`config.mk`:
```
export PLATFORM = sky130hd
export DESIGN_NAME = sync_pkt_sched
export DESIGN_NICKNAME = d
export VERILOG_FILES = /design/src/rtl/sync_pkt_sched.sv
export SDC_FILE = /design/constraint.sdc
export NUM_CORES = 1
export LEC_CHECK = 0
export ABC_AREA = 1
export ABC_CLOCK_PERIOD_IN_PS = 2600
export CAP_MARGIN = 20
export CORE_UTILIZATION = 51
export DETAILED_ROUTE_END_ITERATION = 7
export PLACE_DENSITY = 0.85
export REMOVE_ABC_BUFFERS = 1
export SLEW_MARGIN = 5
export SYNTH_ARGS = -nofsm -noshare
export SYNTH_HDL_FRONTEND = slang
export SYNTH_SLANG_ARGS = --single-unit
```
`constraint.sdc`:
```
create_clock -name clk -period 2.6 [get_ports clk]
set_input_delay 0.26 -clock clk [delete_from_list [all_inputs] [get_ports clk]]
set_output_delay 0.26 -clock clk [all_outputs]
set_load 0.02 [all_outputs]
```
`src/rtl/sync_pkt_sched.sv`:
```
// sync_pkt_sched: turns delayed hsync/vsync pulses into a CSI-2 packet request
// stream (Frame Start, one long packet per active line, Frame End). Requests use
// a req/ack handshake. Pulses that arrive while a request is stalled are queued.
module sync_pkt_sched #(
  parameter int          V_ACTIVE      = 720,
  parameter int          LINE_BYTES    = 1280,
  parameter logic [5:0]  DATA_TYPE     = 6'h2A,
  parameter logic [15:0] FRAME_NUM_MAX = 16'hFFFF
) (
  input  logic        clk,
  input  logic        rstn,
  input  logic        hsync_dly,
  input  logic        vsync_dly,
  output logic        pkt_req,
  input  logic        pkt_ack,
  output logic [5:0]  pkt_dt,
  output logic [15:0] pkt_wc,
  output logic        pkt_long,
  output logic [15:0] frame_num,
  output logic [15:0] line_cnt,
  output logic        busy,
  output logic        err_ovf,
  output logic        err_trunc,
  input  logic        err_clr
);

  localparam logic [2:0] IDLE      = 3'd0;
  localparam logic [2:0] FS_REQ    = 3'd1;
  localparam logic [2:0] WAIT_LINE = 3'd2;
  localparam logic [2:0] LINE_REQ  = 3'd3;
  localparam logic [2:0] FE_REQ    = 3'd4;

  localparam logic [15:0] LAST_LINE = 16'(V_ACTIVE);
  localparam logic [15:0] LINE_WC   = 16'(LINE_BYTES);
  localparam logic [5:0]  DT_FS     = 6'h00;
  localparam logic [5:0]  DT_FE     = 6'h01;

  logic [2:0]  state;
  logic        hs_pend;
  logic        vs_pend;
  logic        accept;
  logic        ovf_evt;
  logic        trunc_evt;
  logic [15:0] line_next;
  logic [15:0] frame_next;

  assign accept     = pkt_req & pkt_ack;
  assign busy       = (state != IDLE);
  assign line_next  = line_cnt + 16'd1;
  assign frame_next = (frame_num == FRAME_NUM_MAX) ? 16'd1 : frame_num + 16'd1;

  // A truncating vsync wipes the line queue, so a coincident hsync is not an overflow.
  assign trunc_evt = vsync_dly & ((state == WAIT_LINE) | (state == LINE_REQ));
  assign ovf_evt   = hsync_dly & hs_pend &
                     ((state == FS_REQ) | ((state == LINE_REQ) & ~vsync_dly));

  // Packet scheduling FSM: registered request fields, pending pulse flags and counters.
  always_ff @(posedge clk or negedge rstn) begin
    if (!rstn) begin
      state     <= IDLE;
      hs_pend   <= 1'b0;
      vs_pend   <= 1'b0;
      pkt_req   <= 1'b0;
      pkt_dt    <= 6'd0;
      pkt_wc    <= 16'd0;
      pkt_long  <= 1'b0;
      frame_num <= 16'd1;
      line_cnt  <= 16'd0;
    end else begin
      case (state)
        IDLE: begin
          if (vsync_dly || vs_pend) begin
            state    <= FS_REQ;
            pkt_req  <= 1'b1;
            pkt_dt   <= DT_FS;
            pkt_wc   <= frame_num;
            pkt_long <= 1'b0;
            hs_pend  <= hsync_dly & vsync_dly;
          end else begin
            hs_pend  <= 1'b0;
          end
        end
        FS_REQ: begin
          if (hsync_dly) hs_pend <= 1'b1;
          if (accept) begin
            pkt_req  <= 1'b0;
            line_cnt <= 16'd0;
            vs_pend  <= vsync_dly;
            state    <= WAIT_LINE;
          end else if (vsync_dly) begin
            vs_pend  <= 1'b1;
          end
        end
        WAIT_LINE: begin
          if (vsync_dly || vs_pend) begin
            state    <= FE_REQ;
            pkt_req  <= 1'b1;
            pkt_dt   <= DT_FE;
            pkt_wc   <= frame_num;
            pkt_long <= 1'b0;
            vs_pend  <= 1'b1;
            hs_pend  <= 1'b0;
          end else if (hsync_dly || hs_pend) begin
            state    <= LINE_REQ;
            pkt_req  <= 1'b1;
            pkt_dt   <= DATA_TYPE;
            pkt_wc   <= LINE_WC;
            pkt_long <= 1'b1;
            hs_pend  <= hsync_dly & hs_pend;
          end
        end
        LINE_REQ: begin
          if (vsync_dly) begin
            vs_pend <= 1'b1;
            hs_pend <= 1'b0;
          end else if (hsync_dly) begin
            hs_pend <= 1'b1;
          end
          if (accept) begin
            pkt_req  <= 1'b0;
            line_cnt <= line_next;
            if (vsync_dly || vs_pend || (line_next == LAST_LINE)) begin
              state    <= FE_REQ;
              pkt_dt   <= DT_FE;
              pkt_wc   <= frame_num;
              pkt_long <= 1'b0;
              hs_pend  <= 1'b0;
            end else begin
              state    <= WAIT_LINE;
            end
          end
        end
        FE_REQ: begin
          hs_pend <= 1'b0;
          if (vsync_dly) vs_pend <= 1'b1;
          if (accept) begin
            pkt_req   <= 1'b0;
            frame_num <= frame_next;
            state     <= IDLE;
          end else if (!pkt_req) begin
            pkt_req   <= 1'b1;
          end
        end
        default: state <= IDLE;
      endcase
    end
  end

  // Sticky sync errors; a new error in the same cycle as err_clr wins.
  always_ff @(posedge clk or negedge rstn) begin
    if (!rstn) begin
      err_ovf   <= 1'b0;
      err_trunc <= 1'b0;
    end else begin
      err_ovf   <= ovf_evt   | (err_ovf   & ~err_clr);
      err_trunc <= trunc_evt | (err_trunc & ~err_clr);
    end
  end

endmodule

```
# Yosys cells after proc, flatten, opt, wreduce, memory -nomap -nowiden
# Cells that the tools add are included.
# word_totals
word_cells,106
reg_bits,63
out_inout_bits,59
# classes
muxes,46
n_bitwise,14
eq_ne,14
n_reduce_logical,19
add_sub_neg,2
# ops
cell,n
two-way mux 16 bit,8
one-hot mux 16 bit (3 select lines),1
"adder 16 x 1 -> 16 bit, second input constant",2
one-hot mux 16 bit (2 select lines),1
two-way mux 6 bit,5
two-way mux 3 bit,7
two-way mux 1 bit,18
one-hot mux 6 bit (3 select lines),1
"== test 16 x 10 -> 1 bit, second input constant",1
"== test 16 bit, second input constant",1
one-hot mux 3 bit (5 select lines),1
AND reduction 5 bit,2
nonzero test 3 bit,3
AND 1 bit,8
"inequality test 2 bit, second input constant",4
"== test 3 x 2 -> 1 bit, second input constant",2
"inequality test 2 x 1 -> 1 bit, second input constant",3
one-hot mux 1 bit (3 select lines),2
AND reduction 2 bit,3
one-hot mux 1 bit (5 select lines),1
nonzero test 5 bit,1
bitwise OR 1 bit,4
one-hot mux 1 bit (4 select lines),1
AND reduction 4 bit,1
other kinds (10),14

# Depth between registers and ports, before layout
# Gate-level depths: netlist (run 1).
# depth
depth_word,6
ltp_mapped,17

# Least setup slack after synthesis (run 1)
# No wires, ideal clock.
# synth_path
path_kind,reg-to-reg
start,register line_cnt[1]
end,register pkt_wc[10]
setup_ps,122
t_arrival_ps,2007
synth_period_minus_slack_ps,2130
slack_ps,470
path_buffers,1
path_stages_with_launch,18
cell_sequence,dfrtp_1 -> ha_1 -> nand2_1 -> nor2_2 -> nand2_1 -> nand2_1 -> nand2_1 -> nor2_1 -> nand2_1 -> nor2_1 -> nand3_1 -> nand3_2 -> nand2_2 -> inv_4 -> nand2_4 -> buf_6 -> nand2_1 -> nand2_1
# synth_via
elab_chain_cells,5
# synth_rtl
element,line,rtl
from (decl),20,"output logic [15:0] line_cnt,"
from (signal assigned),121,line_cnt <= line_next;
adder 16 x 1 -> 16 bit,49,assign line_next = line_cnt + 16'd1;
== test 16 x 10 -> 1 bit,122,if (vsync_dly || vs_pend || (line_next == LAST_LINE)) begin
logical OR 1 bit,122,
inequality test 2 x 1 -> 1 bit (no line),n/a,
AND reduction 5 bit (no line),n/a,
to (signal assigned),76,pkt_wc <= frame_num;
to (signal assigned),99,pkt_wc <= frame_num;
to (signal assigned),125,pkt_wc <= frame_num;
to (decl),17,"output logic [15:0] pkt_wc,"
# No other way between the ends.
# A chain may end at the register's enable or synchronous reset.

# Worst setup path in the final report (run 1)
# layout_path
start,register line_cnt[1]
end,register pkt_dt[0]
# layout_via
elab_chain_cells,5
# layout_rtl
element,line,rtl
adder 16 x 1 -> 16 bit,49,
== test 16 x 10 -> 1 bit,122,
logical OR 1 bit,122,
inequality test 2 x 1 -> 1 bit (no line),n/a,
AND reduction 5 bit (no line),n/a,
to (signal assigned),98,pkt_dt <= DT_FE;
to (signal assigned),106,pkt_dt <= DATA_TYPE;
to (signal assigned),124,pkt_dt <= DT_FE;
to (decl),16,"output logic [5:0] pkt_dt,"
# No other way between the ends.

==> results of run 1 <==
[final timing paths]
path / start / to / slack [ns] / cells past startpoint
min in group clk: pkt_wc[9] / pkt_wc[9] / 0.47 / 2
max in group asynchronous: rstn / state[2] / 1.77 / 3
min: rstn / line_cnt[7] / 0.45 / 3
max: line_cnt[1] / pkt_dt[0] / 0.27 / 14
min reg2reg: pkt_wc[9] / pkt_wc[9] / 0.47 / 2
max reg2reg: line_cnt[1] / pkt_dt[0] / 0.27 / 14
[synthesized netlist by cell type, drive strengths merged (2+ instances only)]
master | instances | area (µm²)
xor2 | 4 | 35.0
nor3b | 2 | 15.0
clkbuf | 2 | 7.51
nand4 | 8 | 50.1
nor3 | 6 | 30.0
nand3 | 37 | 190
a21oi | 8 | 40.0
nand2 | 138 | 531
o22ai | 7 | 43.8
inv | 54 | 205
o21ai | 30 | 150
ha | 3 | 37.5
buf | 8 | 60.1
nor4 | 2 | 12.5
nor2 | 53 | 236
dfrtp | 57 | 1430
and3 | 2 | 12.5
[registers in the layout (all words and copies together), names as in the netlist]
name       flops
pkt_dt         2
frame_num     16
err_trunc      1
pkt_req        1
err_ovf        1
line_cnt      16
vs_pend        1
state          3
hs_pend        1
pkt_wc        16
[routing by layer]
layer	up-vias	track usage, %	wire length (µm)
li1	1508	-	-
met1	1412	35.0	3490
met2	109	40.3	3320
met3	12	6.14	552
met4	0	9.64	109
met5	-	0	0
[layout make-up]
class / count / area [µm²] / area share (%)
well taps: 75 / 93.8 / 2.31
clock inverters: 5 / 52.6 / 1.29
clock buffers: 11 / 151 / 3.73
flip-flops and latches: 58 / 1450 / 35.8
multi-input cells: 307 / 1450 / 35.6
repair buffers: 67 / 656 / 16.1
inverters: 54 / 208 / 5.12
[worst max-delay path: stages, from the launching register on]
cell	delay, ns
dfrtp_1	0.43
ha_2	0.24
nand3_1	0.16
nor2_2	0.15
nand2_1	0.09
o21ai_1	0.13
nand2_1	0.09
nor2_1	0.16
nand3_1	0.13
nand3_2	0.12
nand2_2	0.10
inv_6	0.16
nand2_8	0.12
nand2_1	0.08
nand2_1	0.05
[cell families after synthesis]
logic type | Yosys count
buffers and inverters | 64
other | 1
XOR/XNOR | 5
AND/OR/NAND/NOR | 248
adder cells (fa/ha/maj) | 3
flip-flops | 58
AO/OA/AOI/OAI | 49
[repair_timing]
action                                 CTS  global route
setup endpoints to repair                0            18
hold buffers                             1             0
endpoints found under the hold margin   57             0
gates resized for setup                  0             4
[where the power goes]
group | internal (mW) | total (mW) | switching [mW]
clock network | 0.489 | 0.852 | 0.362
registers | 1.17 | 1.43 | 0.255
logic | 0.761 | 1.96 | 1.20
total | 2.42 | 4.23 | 1.81
==> flow_metrics.tcl, run 1 <==
set metrics [dict create \
    yosysUniqueCellTypes 34 \
    synth_top_family_by_area "simple AND/OR/NAND/NOR gates" \
    post_cts_buffers 0 \
    wl_per_cell_um 12.9 \
    dieHeight_um 80.6 \
    critPathKind "reg2reg" \
    fill_cells 502 \
    gp_congestion 0.956 \
    synth_xor_area_share_pct 1.39 \
    portBuffers 62 \
    layout.cells.non_filler 577 \
    drive_above_1_share_pct 9.36 \
    arrival_ns 2.55 \
    power_density_mw_per_mm2 1040 \
    numCtsBuffers 9 \
    synthAdderAreaFrac_pct 1.19 \
    coreArea_mm2 0.00596 \
    syn_avg_cell_area_um2 7.37 \
    synth-simple-area-share_pct 34.2 \
    rsz0062_at_grt "no" \
    setup_ws_ns 0.270 \
    grt-ovfl-total 0 \
    wirelength_mm 7.47 \
    drtIter0Drc 232 \
    die-width_um 80.6 \
    ir_drop_mv 0.673 \
    ant_nets 0 \
    cts_root_buffer "clkbuf_8" \
    initial_core_util_pct 53.0 \
    power.total_mw 4.23 \
    hold_path_class "in2async" \
    cts_buffer_depth 2 \
    cp-start-kind "flip-flop" \
    finalCritPeriodShare_pct 89.6 \
    fin_util_pct 68.2 \
    diodes 0 \
    dp_cells 560 \
    dr.pass1.iters 4 \
    die_area_mm2 0.00650 \
    cts_tree "done" \
    clkLatencyLatePin_ns 0.33 \
    cp_max_fo 18 \
    synth-seq-cells 58 \
    vias 3041 \
    synth_compound_area_share_pct 8.45 \
    grt_max_degree 35 \
    synth-edff-count 0 \
    htree_levels 3 \
    hold_viol_final 0 \
    syn-instance-count 428 \
    grt_pass1_vias 2829 \
    avgViaCountPerCell 5.27 \
    final_area_mm2 0.00406 \
    end_kind "flip-flop" \
    antenna_found_initial 0 \
    fin_nets 506 \
    clkTransAtPathRegs_ns 0.07 \
    p_leak_nw 1.92 \
    setup_violations 0 \
    pre_cts_ws_ns 0.156 \
    clock_sinks 58 \
    final_common_cell "nand2_1" \
    fin_hold_ws_ns 0.449 \
    ys_warn_count 0 \
    final_cell_mix "nand2_1 (135), clkdlybuf4s50_1 (61), dfrtp_1 (57)" \
    async_reset_ff_share_pct 100 \
    place_hpwl_mm 5.46 \
    grt_pass1_wl_mm 12.7 \
    yosysSeqAreaShare_pct 46.1 \
    synthesis.area_mm2 0.00315 \
    synthFlopType "dfrtp_1" \
    slew_viol_final 0 \
    fmaxAchievable_mhz 429 \
    syn_to_final_growth_pct 28.7 \
    maxCapViolCount 0 \
    synth.mux.area_fraction_pct 0 \
    critPathRequiredTime_ns 2.82 \
    finClkSkew_ns 0.00795 \
    post_dp_cell_area_mm2 0.00383 \
    io_pins 65 \
    status "complete, no violations" \
    drc 0 \
    globalRouteTotalUtil_pct 25.9 \
    setup_tns_ns 0 \
    layout_min_cycle_time_ns 2.33 \
    rows 28 \
]
(Power assumes the default switching activity.)
==> run 2: changes to the inputs <==
--- a/config.mk
+++ b/config.mk
@@ -8,9 +8,11 @@
 export ABC_AREA = 1
 export ABC_CLOCK_PERIOD_IN_PS = 2600
 export CAP_MARGIN = 20
-export CORE_UTILIZATION = 51
+export CORE_UTILIZATION = 50
 export DETAILED_ROUTE_END_ITERATION = 7
-export PLACE_DENSITY = 0.85
+export GPL_ROUTABILITY_DRIVEN = 0
+export GPL_TIMING_DRIVEN = 1
+export PLACE_DENSITY = 0.83
 export REMOVE_ABC_BUFFERS = 1
 export SLEW_MARGIN = 5
 export SYNTH_ARGS = -nofsm -noshare
==> run 2 against run 1 <==
Compared with the run above:
- total power fell by 1.2%
- register-to-register slack improved by 0.10 ns
- die area rose by 1.9%
- worst hold slack improved by 0.010 ns
- first-iteration DRC count rose by 24%
- setup slack improved by 0.10 ns
- global-route usage fell by 0.12 points
- largest cell class unchanged
- highest routed layer unchanged
==> flow_metrics.tcl, run 2 (synthesis gave the netlist of run 1 again) <==
set metrics [dict create \
    status "complete, no violations" \
    grt_pass1_wl_mm 12.7 \
    grt_pass1_vias 2702 \
    syn_to_final_growth_pct 28.2 \
    rows 28 \
    fin_hold_ws_ns 0.460 \
    dp_cells 561 \
    portBuffers 62 \
    final_cell_mix "nand2_1 (135), clkdlybuf4s50_1 (61), dfrtp_1 (57)" \
    rsz0062_at_grt "no" \
    crit_chain "ha_1, nand3_1, nor2_1, nand2_1, o21ai_1, nand2_1, nor2_1, nand3_1, nand3_2, nand2_2, inv_4, buf_4, nand3_1, nand2_1" \
    critPathKind "reg2reg" \
    timing.slew.headroom_pct 59.8 \
    die-width_um 81.4 \
    setup_violations 0 \
    timing.rr.start "line_cnt[1]" \
    initial_core_util_pct 52.7 \
    critPathRequiredTime_ns 2.88 \
    ant_nets 0 \
    reg_top3 "frame_num: 16 flops, line_cnt: 16 flops, pkt_wc: 16 flops" \
    arrival_ns 2.50 \
    fill_cells 516 \
    coreArea_mm2 0.00599 \
    slowest_stage "dfrtp_1" \
    cts_root_buffer "clkbuf_8" \
    p_leak_nw 1.92 \
    power.total_mw 4.18 \
    maxCapViolCount 0 \
    reg2reg_slack_ns 0.37 \
    antenna_found_initial 0 \
    finClkSkew_ns 0.00856 \
    layout_min_cycle_time_ns 2.23 \
    drtIter0Drc 287 \
    cp-start-kind "flip-flop" \
    io_pins 65 \
    setup_tns_ns 0 \
    numCtsBuffers 9 \
    final_common_cell "nand2_1" \
    slew_viol_final 0 \
    wirelength_mm 7.95 \
    clkLatencyLatePin_ns 0.34 \
    cts_buffer_depth 2 \
    fin_nets 507 \
    cts_tree "done" \
    clkTransAtPathRegs_ns 0.06 \
    grt_max_degree 36 \
    critPathMaxStageDelay_ns 0.42 \
    place_hpwl_mm 5.63 \
    avgViaCountPerCell 5.36 \
    ir_drop_mv 0.638 \
    htree_levels 3 \
    r2r_end "pkt_wc[5]" \
    hold_path_class "in2async" \
    layout.cells.non_filler 578 \
    wl_per_cell_um 13.8 \
    grt-ovfl-total 0 \
    vias 3097 \
    die_area_mm2 0.00663 \
    rr_worst_depth 14 \
    drc 0 \
    end_kind "flip-flop" \
    dieHeight_um 81.4 \
    dr.pass1.iters 5 \
    finalCritPeriodShare_pct 85.8 \
    cp_max_fo 14 \
    drive_above_1_share_pct 8.75 \
    fmaxAchievable_mhz 449 \
    globalRouteTotalUtil_pct 25.8 \
    tightest_slew_ns 0.603 \
    power_density_mw_per_mm2 1030 \
    clock_sinks 58 \
    diodes 0 \
    hold_viol_final 0 \
]
==> run 2: changes by cell type in the layout (fill, tap and decap cells not counted), sizes merged <==
cell,before,now
bufinv,1,0
clkbuf,11,14
clkinv,3,2
buf,5,6
clkinvlp,1,0
==> run 2: final cells by class <==
type                       count  area, µm²  area share (%)
timing repair buffer          68        676            16.7
clock inverter                 2       10.0           0.248
inverter                      54        205            5.08
multi-input combinational    307       1430            35.4
clock buffer                  14        173            4.27
tap                           75       93.8            2.32
sequential                    58       1450            35.9
==> run 2: timing repair <==
item,4_1_cts,5_1_grt
endpoints found under the setup margin,0,0
setup buffers,0,0
gates resized for setup,0,0
hold buffers,1,0
endpoints found under the hold margin,22,0
==> run 2: critical path, delay by kind of cell, from the launching register on <==
family,cells,cell delay (ns)
compound gates,1,0.13
fa+ha+maj,1,0.24
buf+inv,2,0.27
flops,1,0.42
simple gates,10,1.09
==> run 2: how the worst max path moves through the flow <==
stage	from	to	slack, ns	cells after the start
global placement	vsync_dly	pkt_req	0.16	10
global route	line_cnt[0]	pkt_wc[0]	0.11	14
CTS	line_cnt[1]	pkt_wc[5]	0.38	14
floorplan	line_cnt[1]	pkt_dt[3]	0.49	16
detailed placement	vsync_dly	pkt_req	0.16	10
finish	line_cnt[1]	pkt_wc[5]	0.37	14
==> run 2: metal layers <==
layer  GRT usage [%]  wire length (µm)  vias to the layer above
li1                -                 -                     1512
met1            34.2              3540                     1449
met2            41.4              3740                      119
met3            4.11               516                       17
met4            11.8               160                        0
met5               0                 0                        -
==> run 2: power by group <==
part,internal (mW),switching [mW]
Sequential,1.17,0.263
Clock,0.422,0.352
Combinational,0.773,1.20
==> run 2: per-stage QoR <==
stage	setup WS [ns]	util (%)	cell area, µm²
floorplan	0.487	-	3090
global placement	0.158	64.3	3850
detailed placement	0.158	64.3	3850
CTS	0.379	67.5	4040
global route	0.113	67.5	4040
finish	0.370	67.5	4040
